[src/rtl/conv3x3_engine.sv]
// 3x3 convolution engine: sequences reads from the padded image buffer, filters
// each window (Gaussian / Sobel magnitude / identity) and writes the result back.
//
// state | meaning
// IDLE  | waiting for start
// READ  | one rd per cycle until the whole frame has been requested
// DRAIN | rd off, pipeline still delivering results
// DONE  | one-cycle frame_done, then back to IDLE
module conv3x3_engine #(
    parameter int IMG_W = 256,
    parameter int IMG_H = 32,
    parameter int CNT_W = 15
) (
    input  logic       clk,
    input  logic       rst_n,
    input  logic       start,
    input  logic [1:0] mode,
    input  logic [7:0] pixelr1,
    input  logic [7:0] pixelr2,
    input  logic [7:0] pixelr3,
    input  logic [7:0] pixelr4,
    input  logic [7:0] pixelr5,
    input  logic [7:0] pixelr6,
    input  logic [7:0] pixelr7,
    input  logic [7:0] pixelr8,
    input  logic [7:0] pixelr9,
    output logic       rd,
    output logic       wr,
    output logic [7:0] pixelw,
    output logic       busy,
    output logic       frame_done
);

    localparam logic [CNT_W-1:0] LAST_IDX = CNT_W'(IMG_W * IMG_H - 1);

    typedef enum logic [1:0] {IDLE, READ, DRAIN, DONE} state_t;

    state_t           state, state_nxt;
    logic [1:0]       mode_q;
    logic [CNT_W-1:0] rd_cnt, wr_cnt;
    logic             v0, s1_v, s2_v, s3_v;
    logic [9:0]       s1_a, s1_b, s1_c, s1_d;
    logic [7:0]       s1_ctr;
    logic [11:0]      s2_val;

    function automatic logic [9:0] ext3(input logic [7:0] a, input logic [7:0] b2,
                                        input logic [7:0] c);
        return {2'b00, a} + {1'b0, b2, 1'b0} + {2'b00, c};
    endfunction

    function automatic logic [9:0] abs_diff(input logic [9:0] a, input logic [9:0] b);
        return (a >= b) ? (a - b) : (b - a);
    endfunction

    always_ff @(posedge clk or negedge rst_n) begin
        if (!rst_n) state <= IDLE;
        else        state <= state_nxt;
    end

    always_comb begin
        state_nxt = state;
        case (state)
            IDLE:  if (start) state_nxt = READ;
            READ:  if (rd_cnt == LAST_IDX) state_nxt = DRAIN;
            DRAIN: if (s3_v && (wr_cnt == LAST_IDX)) state_nxt = DONE;
            DONE:  state_nxt = IDLE;
            default: state_nxt = IDLE;
        endcase
    end

    always_comb begin
        rd         = 1'b0;
        busy       = 1'b0;
        frame_done = 1'b0;
        case (state)
            READ:  begin rd = 1'b1; busy = 1'b1; end
            DRAIN: busy = 1'b1;
            DONE:  frame_done = 1'b1;
            default: ;
        endcase
    end

    assign wr = s3_v;

    always_ff @(posedge clk or negedge rst_n) begin
        if (!rst_n) begin
            mode_q <= 2'd0;
            rd_cnt <= '0;
            wr_cnt <= '0;
        end else if ((state == IDLE) && start) begin
            mode_q <= mode;
            rd_cnt <= '0;
            wr_cnt <= '0;
        end else begin
            if (state == READ) rd_cnt <= rd_cnt + 1'b1;
            if (s3_v)          wr_cnt <= wr_cnt + 1'b1;
        end
    end

    // Valid chain: memory latency (v0) followed by three engine stages.
    always_ff @(posedge clk or negedge rst_n) begin
        if (!rst_n) begin
            v0   <= 1'b0;
            s1_v <= 1'b0;
            s2_v <= 1'b0;
            s3_v <= 1'b0;
        end else begin
            v0   <= rd;
            s1_v <= v0;
            s2_v <= s1_v;
            s3_v <= s2_v;
        end
    end

    // S1: Gaussian uses a=corners, b=edges; Sobel uses a-b = Gx, c-d = Gy.
    always_ff @(posedge clk or negedge rst_n) begin
        if (!rst_n) begin
            s1_a   <= '0;
            s1_b   <= '0;
            s1_c   <= '0;
            s1_d   <= '0;
            s1_ctr <= '0;
        end else if (v0) begin
            s1_ctr <= pixelr5;
            case (mode_q)
                2'd0: begin
                    s1_a <= {2'b00, pixelr1} + {2'b00, pixelr3} + {2'b00, pixelr7} + {2'b00, pixelr9};
                    s1_b <= {2'b00, pixelr2} + {2'b00, pixelr4} + {2'b00, pixelr6} + {2'b00, pixelr8};
                    s1_c <= '0;
                    s1_d <= '0;
                end
                2'd1: begin
                    s1_a <= ext3(pixelr3, pixelr6, pixelr9);
                    s1_b <= ext3(pixelr1, pixelr4, pixelr7);
                    s1_c <= ext3(pixelr7, pixelr8, pixelr9);
                    s1_d <= ext3(pixelr1, pixelr2, pixelr3);
                end
                default: begin
                    s1_a <= '0;
                    s1_b <= '0;
                    s1_c <= '0;
                    s1_d <= '0;
                end
            endcase
        end
    end

    always_ff @(posedge clk or negedge rst_n) begin
        if (!rst_n) begin
            s2_val <= '0;
        end else if (s1_v) begin
            case (mode_q)
                2'd0: s2_val <= {2'b00, s1_a} + {1'b0, s1_b, 1'b0} + {2'b00, s1_ctr, 2'b00};
                2'd1: s2_val <= {2'b00, abs_diff(s1_a, s1_b)} + {2'b00, abs_diff(s1_c, s1_d)};
                default: s2_val <= {4'b0000, s1_ctr};
            endcase
        end
    end

    always_ff @(posedge clk or negedge rst_n) begin
        if (!rst_n) begin
            pixelw <= 8'd0;
        end else if (s2_v) begin
            case (mode_q)
                2'd0: pixelw <= s2_val[11:4];
                2'd1: pixelw <= (s2_val > 12'd255) ? 8'hFF : s2_val[7:0];
                default: pixelw <= s2_val[7:0];
            endcase
        end
    end

endmodule

[config.mk]
export PLATFORM = sky130hd
export DESIGN_NAME = conv3x3_engine
export DESIGN_NICKNAME = d
export VERILOG_FILES = /design/src/rtl/conv3x3_engine.sv
export SDC_FILE = /design/constraint.sdc
export NUM_CORES = 1
export LEC_CHECK = 0
export CELL_PAD_IN_SITES_DETAIL_PLACEMENT = 0
export CELL_PAD_IN_SITES_GLOBAL_PLACEMENT = 1
export CORE_MARGIN = 3
export CORE_UTILIZATION = 35
export CTS_CLUSTER_SIZE = 12
export DETAILED_ROUTE_END_ITERATION = 8
export GPL_TIMING_DRIVEN = 0
export PLACE_DENSITY = 0.64
export SYNTH_ARGS = -nofsm -noshare
export SYNTH_HDL_FRONTEND = slang
export SYNTH_SLANG_ARGS = --single-unit
[constraint.sdc]
create_clock -name clk -period 11.7 [get_ports clk]
set_input_delay 2.34 -clock clk [delete_from_list [all_inputs] [get_ports clk]]
set_output_delay 2.34 -clock clk [all_outputs]
set_load 0.005 [all_outputs]
==> flow_metrics.env <==
export IMPL_status="completed"
export IMPL_via_per_inst=5.13
export IMPL_nets=1425
export IMPL_layout_min_cycle_time_ns=5.55
export IMPL_drive_gt1_frac=0.0441
export IMPL_ys_seq_elements=106
export IMPL_synth_common_cells="ha_1, dfrtp_1, nor2_1"
export IMPL_cp_end_kind="flip-flop"
export IMPL_critical_path_class="in -> reg"
export IMPL_die_w_um=177
export IMPL_cp_slowest_cell="fa_1"
export IMPL_ant_nets=0
export IMPL_fp_dieH_um=177
export IMPL_synthArstFlopShare=1.00
export IMPL_crit_top_cell="fa_1"
export IMPL_antennaDiodeCount=0
export IMPL_clk_latency_ns=0.35
export IMPL_critPathMaxStageDelay_ns=0.59
export IMPL_slew_limit_headroom=0.181
export IMPL_vias=7873
export IMPL_global_route_usage_met2=0.287
export IMPL_cp_max_fo=2
export IMPL_synth_xor_area_frac=0.0736
export IMPL_fin_util=0.420
export IMPL_grt_setup_unrepaired="false"
export IMPL_first_pass_iters=5
export IMPL_clock_path_buffers=2
export IMPL_fill_cells=2787
export IMPL_yosysMostFrequentCell="ha_1"
export IMPL_synth_cell_types=67
export IMPL_dp_slack_ns=5.78
export IMPL_grtUsageTotal=0.183
export IMPL_root_buffer="clkbuf_16"
export IMPL_htreeDepth=3
export IMPL_drc_errors=0
export IMPL_synth_compound_area_share=0.174
export IMPL_cts_setup_buffers=0
export IMPL_max_cap_viol_count=0
export IMPL_yosysTopAreaCellShare=0.259
export IMPL_setup_viol=0
export IMPL_clock_sinks=106
export IMPL_area_growth_pct=16.3
export IMPL_io_pins=89
export IMPL_dp_hpwl_um=23200
export IMPL_synth_edf_count=0
export IMPL_tns_ns=0
export IMPL_synth_top_area_cell="dfrtp_1"
export IMPL_synth_nets=1325
export IMPL_rows=61
export IMPL_fin_skew_ns=0.0143
export IMPL_stdcell_area_mm2=0.0119
export IMPL_hold_buffers=0
export IMPL_drv_slew=0
export IMPL_finalHoldViolations=0
export IMPL_avgSynthCellArea_um2=9.74
export IMPL_cp_arrival_ns=5.78
export IMPL_clk_pin_slew_ns=0.08
export IMPL_worst_pin_slew_ns=1.22
export IMPL_gr_usage_met3=0.0245
export IMPL_cts_buffers=9
export IMPL_routed_wl_um=27600
export IMPL_grt_busiest_layer="met2"
export IMPL_cts_tree="done"
export IMPL_layout_setup_ws_ns=6.15
export IMPL_ys_seq_area_frac=0.259
export IMPL_wire_per_inst_um=18.0
export IMPL_place_area_mm2=0.0116
export IMPL_final_period_utilization=0.474
export IMPL_io_buffers=88
export IMPL_required_ns=11.93
export IMPL_cts_resized=0
export IMPL_syn_area_mm2=0.0102
export IMPL_grt_pass1_vias=8117
export IMPL_max_freq_mhz=180
export IMPL_antenna_found_initial=0
export IMPL_design_core_area_mm2=0.0283
export IMPL_syn_inst=1051
export IMPL_hp_class="reg -> reg"
export IMPL_start_util=0.361
export IMPL_grt_pass1_wl_um=45000
export IMPL_synth_warnings=0
export IMPL_synth_area_top_cells="dfrtp_1, fa_1, ha_1"
export IMPL_gr_total_overflow=0
export IMPL_synthAdderAreaFrac=0.298
export IMPL_grt_max_degree=69
export IMPL_grt_use_met1=0.274
export IMPL_synthMuxAreaShare=0.0420
export IMPL_cp_start_kind="input pin"
export IMPL_synth_top_family_by_area="adder cells"
export IMPL_ys_flop_type="dfrtp_1"
export IMPL_die_area_mm2=0.0313
export IMPL_gp_congestion=0.868
export IMPL_synth_simple_gate_area_frac=0.109
export IMPL_path_cells="clkdlybuf4s50_1 > fa_1 > fa_1 > ha_1 > fa_1 > a21o_1 > a21oi_1 > o21bai_1 > a21o_1 > xor2_1 > a221o_1"
export IMPL_drt_first_iter_violations=450
## final timing paths
kind | slack [ns] | to | cells after the start | start
worst max-delay path | 6.15 | s1_b[7] | 11 | pixelr2[1]
worst max register to register | 7.20 | s2_val[9] | 16 | s1_c[0]
worst min register to register | 0.39 | s1_v | 0 | v0
worst min-delay path | 0.39 | s1_v | 0 | v0
max in group asynchronous | 9.00 | s1_a[7] | 2 | rst_n
min in group asynchronous | 1.96 | pixelw[0] | 1 | rst_n
## cell families after synthesis
| family | Yosys count |
|---|---|
| compound gates | 266 |
| simple gates | 241 |
| fa+ha+maj | 197 |
| buf+inv | 114 |
| flops | 106 |
| xor+xnor | 86 |
| mux | 41 |
## per-layer routing
metal / routed length [µm] / part of all wire / vias to the layer above
li1: - / - / 3914
met1: 14200 / 0.51 / 3825
met2: 12300 / 0.44 / 123
met3: 859 / 0.031 / 11
met4: 272 / 0.0098 / 0
met5: 0 / 0 / -
## per-stage QoR
| step | hold WS (ns) | std cells |
|---|---|---|
| global placement | 0.373 | 1517 |
| CTS | 0.399 | 1534 |
| floorplan | 0.352 | 1051 |
| finish | 0.394 | 1534 |
| detailed placement | 0.391 | 1518 |
| global route | 0.407 | 1534 |
## layout by cell type, fill, tap and decap left out, types with 16 or more instances in the layout
cell type and instances:
ha_1 119, dfrtp_1 106, nor2_1 96, clkdlybuf4s50_1 87
fa_1 78, inv_1 76, a21oi_1 64, o21ai_0 54
nand2_1 52, xnor2_1 44, xor2_1 42, clkbuf_1 27
mux2i_1 25, a21o_1 24, o22ai_1 22, nand3_1 19
nor3_1 18, mux2_2 16
## sequential cells by signal (all words and copies together) (netlist names), 2 cells and up
signal / count
s1_b: 10
s2_val: 12
state: 2
s1_d: 10
rd_cnt: 15
s1_ctr: 8
s1_c: 10
mode_q: 2
wr_cnt: 15
pixelw: 8
s1_a: 10
## critical path: cells and delay by family
kind | cells | cell delay (ns)
adders and majority gates | 4 | 1.75
AOI/OAI and AO/OA | 5 | 1.06
buffers and inverters | 1 | 0.48
xor gates and xnor gates | 1 | 0.14
## layout make-up
cell class,instances,area (µm²),share of cell area
sequential,106,2650,0.223
clock buffer,10,229,0.0192
timing repair buffer,89,906,0.0761
buffer,38,174,0.0146
tap,378,473,0.0397
inverter,76,285,0.0240
multi-input combinational,831,7120,0.598
clock inverter,6,61.3,0.00515
Power is left out: the tool's default activity adds up to more than one toggle a clock period on the data nets, which glitch-free logic cannot reach.
